File: src/rtl/timer_text_source_if.sv
// timer_text_source_if: control, pixel-scan and text-output signals of the countdown timer text source
//   master modport: drives start, pause, x, y; observes the text and timer outputs
//   slave modport : the timer itself
interface timer_text_source_if;
    logic       start;
    logic       pause;
    logic [9:0] x;
    logic [9:0] y;
    logic [6:0] ascii_out;
    logic [9:0] x_desired;
    logic [9:0] y_desired;
    logic [7:0] secs_bcd;
    logic       time_up;
    modport master (output start, pause, x, y, input ascii_out, x_desired, y_desired, secs_bcd, time_up);
    modport slave (input start, pause, x, y, output ascii_out, x_desired, y_desired, secs_bcd, time_up);
endinterface

File: src/rtl/timer_text_source.sv
// timer_text_source: BCD countdown timer rendered as the text string "TIME nn" for the VGA text window
//   clk       : pixel clock
//   reset     : asynchronous active-low reset
//   bus.start : one-cycle pulse, reload START_SECS and run
//   bus.pause : level, freezes the countdown while high
//   bus.x/y   : scanned pixel position
//   bus.ascii_out, bus.x_desired, bus.y_desired : character and slot corner under the pixel, one cycle later
//   bus.secs_bcd : {tens, ones} seconds remaining
//   bus.time_up  : high while the countdown has expired
// Optional: define TIMER_BLINK_LAST_EN to blink the digits during the last ten seconds and after expiry.
module timer_text_source #(
    parameter int CLK_HZ     = 25000000,
    parameter int START_SECS = 60,
    parameter int TEXT_X     = 560,
    parameter int TEXT_Y     = 16
) (
    input logic clk,
    input logic reset,
    timer_text_source_if.slave bus
);
    localparam int PW = CLK_HZ > 1 ? $clog2(CLK_HZ) : 1;
    localparam logic [PW-1:0] LAST = PW'(CLK_HZ - 1);
    localparam logic [7:0] START_BCD = 8'((START_SECS / 10) * 16 + START_SECS % 10);
    localparam logic [10:0] TX = 11'(TEXT_X);
    localparam logic [10:0] TY = 11'(TEXT_Y);

    typedef enum logic [1:0] {IDLE, RUN, HOLD, DONE} state_t;

    state_t        state;
    logic [PW-1:0] presc;
    logic [7:0]    secs;
    logic          time_up;
    logic          tick;
    logic [7:0]    secs_dec;
    logic [10:0]   xe, ye, dx;
    logic [2:0]    slot;
    logic          in_row;
    logic          blank;
    logic [6:0]    glyph;
    logic [6:0]    ascii_r;
    logic [9:0]    xd_r, yd_r;

    assign tick = state == RUN && presc == LAST;
    assign secs_dec = secs[3:0] != 4'd0 ? {secs[7:4], secs[3:0] - 4'd1} :
                      secs[7:4] != 4'd0 ? {secs[7:4] - 4'd1, 4'd9} : 8'h00;

    // start overrides every state, including a coincident tick
    always_ff @(posedge clk or negedge reset) begin
        if (!reset) begin
            state   <= IDLE;
            presc   <= '0;
            secs    <= START_BCD;
            time_up <= 1'b0;
        end else if (bus.start) begin
            state   <= RUN;
            presc   <= '0;
            secs    <= START_BCD;
            time_up <= 1'b0;
        end else if (state == RUN) begin
            presc   <= tick ? '0 : presc + 1'b1;
            secs    <= tick ? secs_dec : secs;
            state   <= tick && secs == 8'h01 ? DONE : bus.pause ? HOLD : RUN;
            time_up <= tick && secs == 8'h01;
        end else if (state == HOLD && !bus.pause) begin
            state <= RUN;
        end
    end

`ifdef TIMER_BLINK_LAST_EN
    localparam logic [PW-1:0] HALF = PW'(CLK_HZ / 2);
    logic [PW-1:0] free;
    always_ff @(posedge clk or negedge reset) begin
        if (!reset) free <= '0;
        else free <= free == LAST ? '0 : free + 1'b1;
    end
    // the countdown prescaler is frozen outside RUN/HOLD, so DONE blinks off a free-running copy
    assign blank = ((state == RUN || state == HOLD) && secs <= 8'h10 && presc >= HALF) ||
                   (state == DONE && free >= HALF);
`else
    assign blank = 1'b0;
`endif

    // 11-bit arithmetic so TEXT_X+55 cannot wrap
    assign xe     = {1'b0, bus.x};
    assign ye     = {1'b0, bus.y};
    assign dx     = xe - TX;
    assign slot   = 3'(dx >> 3);
    assign in_row = ye >= TY && ye <= TY + 11'd15 && xe >= TX && xe <= TX + 11'd55;
    assign glyph  = slot == 3'd0 ? 7'h54 :
                    slot == 3'd1 ? 7'h49 :
                    slot == 3'd2 ? 7'h4D :
                    slot == 3'd3 ? 7'h45 :
                    slot == 3'd4 || blank ? 7'h20 :
                    slot == 3'd5 ? {3'b011, secs[7:4]} : {3'b011, secs[3:0]};

    // outside the row the corner is parked at 3FF so no text window can match
    always_ff @(posedge clk or negedge reset) begin
        if (!reset) begin
            ascii_r <= 7'h20;
            xd_r    <= 10'h3FF;
            yd_r    <= 10'h3FF;
        end else begin
            ascii_r <= in_row ? glyph : 7'h20;
            xd_r    <= in_row ? 10'(TX + {5'b0, slot, 3'b0}) : 10'h3FF;
            yd_r    <= in_row ? 10'(TY) : 10'h3FF;
        end
    end

    assign bus.ascii_out = ascii_r;
    assign bus.x_desired = xd_r;
    assign bus.y_desired = yd_r;
    assign bus.secs_bcd  = secs;
    assign bus.time_up   = time_up;
endmodule

File: src/flat_wrapper.sv
// flat-port wrapper written by rule: the top's interface ports become plain ports
module timer_text_source_flat 
#(
    parameter int CLK_HZ     = 25000000,
    parameter int START_SECS = 60,
    parameter int TEXT_X     = 560,
    parameter int TEXT_Y     = 16
)
  (clk, reset, bus_start, bus_pause, bus_x, bus_y, bus_ascii_out, bus_x_desired, bus_y_desired, bus_secs_bcd, bus_time_up);
  timer_text_source_if bus_i ();
  input logic clk;
  input logic reset;
  input wire logic [$bits(bus_i.start)-1:0] bus_start;
  input wire logic [$bits(bus_i.pause)-1:0] bus_pause;
  input wire logic [$bits(bus_i.x)-1:0] bus_x;
  input wire logic [$bits(bus_i.y)-1:0] bus_y;
  output wire logic [$bits(bus_i.ascii_out)-1:0] bus_ascii_out;
  output wire logic [$bits(bus_i.x_desired)-1:0] bus_x_desired;
  output wire logic [$bits(bus_i.y_desired)-1:0] bus_y_desired;
  output wire logic [$bits(bus_i.secs_bcd)-1:0] bus_secs_bcd;
  output wire logic [$bits(bus_i.time_up)-1:0] bus_time_up;
  assign bus_i.start = bus_start;
  assign bus_i.pause = bus_pause;
  assign bus_i.x = bus_x;
  assign bus_i.y = bus_y;
  assign bus_ascii_out = bus_i.ascii_out;
  assign bus_x_desired = bus_i.x_desired;
  assign bus_y_desired = bus_i.y_desired;
  assign bus_secs_bcd = bus_i.secs_bcd;
  assign bus_time_up = bus_i.time_up;
  timer_text_source #(.CLK_HZ(CLK_HZ), .START_SECS(START_SECS), .TEXT_X(TEXT_X), .TEXT_Y(TEXT_Y)) u_core (.clk(clk), .reset(reset), .bus(bus_i));
endmodule
File: config.mk
export PLATFORM = sky130hd
export DESIGN_NAME = timer_text_source_flat
export DESIGN_NICKNAME = d
export VERILOG_FILES = /design/src/rtl/timer_text_source_if.sv /design/src/rtl/timer_text_source.sv /design/src/flat_wrapper.sv
export SDC_FILE = /design/constraint.sdc
export NUM_CORES = 1
export LEC_CHECK = 0
export ABC_AREA = 1
export BUFFER_PORTS_ARGS = -buffer_cell sky130_fd_sc_hd__buf_2
export CAP_MARGIN = 30
export CELL_PAD_IN_SITES_DETAIL_PLACEMENT = 0
export CELL_PAD_IN_SITES_GLOBAL_PLACEMENT = 1
export CORE_MARGIN = 4
export CORE_UTILIZATION = 44
export CTS_BUF_LIST = sky130_fd_sc_hd__clkbuf_2 sky130_fd_sc_hd__clkbuf_4 sky130_fd_sc_hd__clkbuf_8
export CTS_CLUSTER_SIZE = 24
export DETAILED_ROUTE_END_ITERATION = 8
export PLACE_DENSITY = 0.94
export SLEW_MARGIN = 0
export SYNTH_ARGS = -nofsm -noshare
export SYNTH_HDL_FRONTEND = slang
export SYNTH_SLANG_ARGS = --single-unit
File: constraint.sdc
create_clock -name clk -period 2 [get_ports clk]
set_input_delay 0.3 -clock clk [delete_from_list [all_inputs] [get_ports clk]]
set_output_delay 0.3 -clock clk [all_outputs]
set_load 0.1 [all_outputs]
# Word-level counts from Yosys, hierarchy flattened
# Cells that the tools add are included.
# Widths: inputs -> output; s select.
dict set report word_totals {
  register_bits 63
  input_bits 24
  output_inout_bits 36
  wordCells 66
}
dict set report op_classes {
  n_addsub 5
  n_lt_le_gt_ge 4
  eq_ne 10
  mux 24
  n_reduce_logical 15
}
# cell count
set ops {}
lappend ops {{$mux 25} 3}
lappend ops {{$mux 7} 6}
lappend ops {{$mux 8} 5}
lappend ops {{$add 25x1->25 const B} 1}
lappend ops {{$eq 25x25->1 const B} 1}
lappend ops {{$mux 10} 2}
lappend ops {{$add 10x6->10 const A} 1}
lappend ops {{$ge 10x10->1 const B} 1}
lappend ops {{$ge 10x5->1 const B} 1}
lappend ops {{$le 10x10->1 const B} 1}
lappend ops {{$le 10x5->1 const B} 1}
lappend ops {{$mux 2} 5}
lappend ops {{$eq 8x1->1 const B} 1}
lappend ops {{$reduce_bool 4->1} 2}
lappend ops {{$sub 4x1->4 const B} 2}
lappend ops {{$eq 3x2->1 const B} 2}
lappend ops {{$eq 3x3->1 const B} 2}
lappend ops {{$logic_and 1x1->1} 6}
lappend ops {{$sub 6x6->6 const B} 1}
lappend ops {{$mux 4} 1}
lappend ops {{$reduce_bool 2->1} 2}
lappend ops {{$eq 3x1->1 const B} 1}
lappend ops {{$logic_not 3->1} 1}
lappend ops {{$reduce_and 3->1} 1}
lappend ops {{7 further kinds} 8}

# Logic depth before layout (Yosys ltp)
dict set report logic_depth {
  depth_word 9
  depth_mapped 10
  depth_no_buf 10
}

# Worst setup path after synthesis
# OpenSTA, ideal clock, no wires.
dict set report synth_path {
  kind {register to register}
  start {reg u_core.secs[0] (netlist: u_core.bus.secs_bcd[0])}
  end {reg u_core.secs[0] (netlist: u_core.bus.secs_bcd[0])}
  setup_time_ns 0.132
  arrival_ns 1.904
  t_required_ns 1.868
  setup_slack_ns -0.036
  path_stages_with_launch 9
  path_buffers 0
  period_less_slack_ns 2.036
  path_cell_list {dfrtp_1 -> inv_1 -> ha_1 -> nand2_1 -> inv_1 -> nand3_1 -> o21ai_0 -> nand2_1 -> o21ai_0}
}
dict set report synth_via {
  elab_chain_len 5
  word_cells_on_any_way 6
  cone_classes {1 x add/sub; 4 x mux; 1 x reduce/logical}
}
# element line
set synth_lines {}
lappend synth_lines {{start, declared} timer_text_source.sv:31} ;# logic [7:0] secs;
lappend synth_lines {{start signal, assigned} timer_text_source.sv:61} ;# secs <= tick ? secs_dec : secs;
lappend synth_lines {{$sub 4x1->4 or $reduce_bool 4->1 (tied branches)} timer_text_source.sv:44} ;# assign secs_dec = secs[3:0] != 4'd0 ? {secs[7:4], secs[3:0] - 4'd1} :
lappend synth_lines {{$mux 8 (*)} timer_text_source.sv:44}
lappend synth_lines {{$mux 8 (*)} timer_text_source.sv:61}
lappend synth_lines {{$mux 8 (*)} timer_text_source.sv:59} ;# end else if (state == RUN) begin
lappend synth_lines {{$mux 8 (*)} timer_text_source.sv:54} ;# end else if (bus.start) begin
# Every way passes the cells marked *; elsewhere a longest branch is shown, timed or not. The select of a mux whose other input is x is not followed.
# A chain may end at the register's enable or synchronous reset.

# Worst setup path in the final report
dict set report layout_path {
  start {reg u_core.xd_r[7] (netlist: u_core.bus.x_desired[7])}
  end {out bus_x_desired[7]}
}
# element line
set layout_lines {}
lappend layout_lines {{start, declared} timer_text_source.sv:41} ;# logic [9:0] xd_r, yd_r;
lappend layout_lines {{start signal, assigned} timer_text_source.sv:104} ;# xd_r <= in_row ? 10'(TX + {5'b0, slot, 3'b0}) : 10'h3FF;
lappend layout_lines {{end, declared} flat_wrapper.sv:18} ;# output wire logic [$bits(bus_i.x_desired)-1:0] bus_x_desired;
# No word-level cell between the ends.

==> results.py <==
metrics = {
    "outcome": {
        "outcome": "completed",
    },
    "drt": {
        "drtIter0Drc": 132,
        "drc": 0,
        "via_per_inst": 5.01,
        "routed_wl_um": 6890,
        "avgRoutedWirePerCell_um": 12.5,
        "dr_total_vias": 2752,
        "firstDrtPassIters": 4,
        "antenna_left": 0,
    },
    "worst_setup_path": {
        "worst-r2r-setup-slack_ns": 0.36,
        "start_kind": "flip-flop",
        "path_max_fanout": 14,
        "slowest_delay_ns": 0.64,
        "worstSetupPathType": "reg2out",
        "endpoint": "bus_x_desired[7]",
        "critPathSlowestCell": "dfstp_2",
        "crit_start": "u_core.bus.x_desired[7]$_DFF_PN1_",
        "cp.depth": 1,
        "required_ns": 1.70,
        "reg2reg_depth": 10,
        "reg2reg_to": "u_core.bus.secs_bcd[7]$_DFFE_PN0P_",
        "endpoint_kind": "output pin",
        "cp_top_family": "flip-flops",
        "reg2reg_from": "u_core.presc[0]$_DFFE_PN0P_",
        "arrival_ns": 1.41,
        "crit_chain": "buf_2",
        "path_buf_inv": 1,
    },
    "grt": {
        "overflow": 0,
        "use_met2_pct": 29.7,
        "grt_pass1_wl_um": 11800,
        "antenna_found_initial": 0,
        "use_met1_pct": 23.1,
        "track_usage_pct": 17.6,
        "grt_max_degree": 20,
        "grt_pass1_vias": 2521,
        "grtUsageMet3_pct": 3.09,
        "top_usage_layer": "met2",
    },
    "synthesis": {
        "synth_area_mm2": 0.00297,
        "synth.most_common_cell": "nand2_1",
        "synthFlopType": "dfrtp_1",
        "synthCells": 420,
        "yosys_warnings": 0,
        "yosys.area.top_type": "dfrtp_1",
        "synth_common_cells": "nand2_1 (131), nor2_1 (71), inv_1 (49), dfrtp_1 (40), nand3_1 (20)",
        "synth_area_leaders": "dfrtp_1 (34%), nand2_1 (17%), nor2_1 (9.0%)",
        "avgSynthCellArea_um2": 7.06,
        "ys_seq_area_share_pct": 40.8,
        "synth_edf_count": 0,
        "synth_top_cell_area_share_pct": 33.8,
        "synthArstFlopShare_pct": 100,
        "ys_types": 29,
        "synth_seq_cells": 48,
    },
    "clock_network": {
        "cts_buffers": 5,
        "cts_buffer_depth": 2,
        "cts_tree": "done",
        "cts.clk_slew.worst_paths_ns": 0.08,
        "cts_resized": 0,
        "cts_max_level": 2,
        "postCtsSetupBuffers": 0,
        "clock_latency_ns": 0.30,
        "hold_buffers": 1,
        "clockRootBuffer": "clkbuf_8",
        "clkSinkCount": 48,
    },
    "layout": {
        "layout-drive-gt1-share_pct": 19.9,
        "layout.nets": 502,
        "diodes": 0,
        "area_growth_pct": 13.4,
    },
    "run": {
        "maxCapViolCount": 0,
    },
    "floorplanning": {
        "fp.dieW_um": 90.1,
        "dieArea_mm2": 0.00812,
        "chipHeight_um": 90.1,
        "core_mm2": 0.00646,
        "ioPinCount": 60,
        "rows": 29,
        "initial_core_util_pct": 45.9,
    },
    "timing": {
        "finalCritPeriodShare_pct": 85.4,
        "fmax_ghz": 0.586,
        "setup_tns_ns": 0,
        "rsz0062_at_grt": "false",
        "final-setup-viol-count": 0,
        "fin_crit_ns": 1.71,
        "slew_viol_final": 0,
        "fin_hold_ws_ns": 0.284,
        "timing_hold_violations_final": 0,
        "finalClockSkew_ns": 0.00924,
    },
    "placed_design": {
        "dp_hpwl_um": 5320,
        "gp_congestion": 0.853,
        "io_buffers": 53,
    },
    "power_and_ir_drop": {
        "vdd_drop_max_v": 0.000844,
        "p_leak_uw": 0.00171,
        "powerDensity_mw_per_mm2": 814,
    },
    "hold_path": {
        "whs_path_depth": 2,
        "hold_class": "in2reg",
    },
}
-- flip-flops by register name, indices dropped and copies added (netlist names) --
name	count
u_core.bus.ascii_out	7
u_core.bus.time_up	1
u_core.bus.x_desired	5
u_core.state	2
u_core.presc	25
u_core.bus.secs_bcd	8
-- cells in the final DEF, fill, tap and decap left out, drive strengths merged, types with 4 or more instances in the layout --
cell	n
nand4	10
nor2	79
a21oi	6
clkbuf	6
inv	51
dfrtp	40
xor2	4
ha	7
nor3	10
nand3	23
o21ai	16
nand2	134
buf	60
dfstp	8
nand3b	4
-- cells by family (layout without fill, tap and decap cells) --
kind of cell | count (synthesis) | after routing | synth area share [%]
AOI/OAI and AO/OA | 28 | 28 | 5.11
xor gates and xnor gates | 6 | 6 | 1.77
adders and majority gates | 7 | 7 | 2.95
buffers and inverters | 69 | 120 | 11.3
DFF | 48 | 48 | 40.8
other | 1 | 2 | 0.126
and+or+nand+nor | 261 | 261 | 37.9
-- worst register-to-register path, delay by kind of cell (launching register included) --
family	cells	cell delay, ns
AND/OR/NAND/NOR	8	0.82
adder cells (fa/ha/maj)	1	0.21
buffers and inverters	1	0.13
flip-flops	1	0.40
-- power breakdown --
group	leakage [uW]	total [uW]	switching, uW	internal (uW)
Clock	0.0000586	709	324	385
Combinational	0.00101	914	698	215
Sequential	0.000633	1110	67.4	1050
-- worst min-delay path by stage --
stage	from	end	slack, ns
6_report	bus_x[3]	u_core.bus.x_desired[3]$_DFF_PN1_	0.28
5_1_grt	bus_x[3]	u_core.bus.x_desired[3]$_DFF_PN1_	0.27
4_1_cts	bus_x[3]	u_core.bus.x_desired[3]$_DFF_PN1_	0.27
3_5_place_dp	reset	u_core.bus.ascii_out[6]$_DFF_PN0_	0.22
3_3_place_gp	reset	u_core.bus.ascii_out[6]$_DFF_PN0_	0.22
2_1_floorplan	reset	u_core.bus.ascii_out[0]$_DFF_PN0_	0.004
-- metal layers --
| metal | share of wire [%] | up-vias | wire length [um] |
|---|---|---|---|
| li1 | - | 1396 | - |
| met1 | 44 | 1283 | 3040 |
| met2 | 50 | 60 | 3430 |
| met3 | 4.6 | 13 | 317 |
| met4 | 1.4 | 0 | 97 |
| met5 | 0 | - | 0 |
-- cell type report --
| class | instances | area (um^2) |
|---|---|---|
| multi-input cells | 304 | 1420 |
| flip-flops and latches | 48 | 1210 |
| clock inverters | 2 | 35.0 |
| clock buffers | 6 | 76.3 |
| repair buffers | 61 | 328 |
| well taps | 77 | 96.3 |
| inverters | 51 | 191 |
| fillers | 668 | 3100 |
-- metrics by stage --
step | utilization [%] | cell area (um^2) | cells | total power, uW | worst slack (ns)
2_1_floorplan | - | 2970 | 421 | 1850 | 0.0304
3_3_place_gp | 50.2 | 3240 | 540 | 2030 | 0.349
3_5_place_dp | 50.2 | 3240 | 540 | 2040 | 0.315
4_1_cts | 52.1 | 3360 | 549 | 2770 | 0.269
5_1_grt | 52.1 | 3360 | 549 | 2900 | 0.193
6_report | 52.1 | 3360 | 549 | 2740 | 0.293
Note: power is estimated with default switching activity, not from simulation.
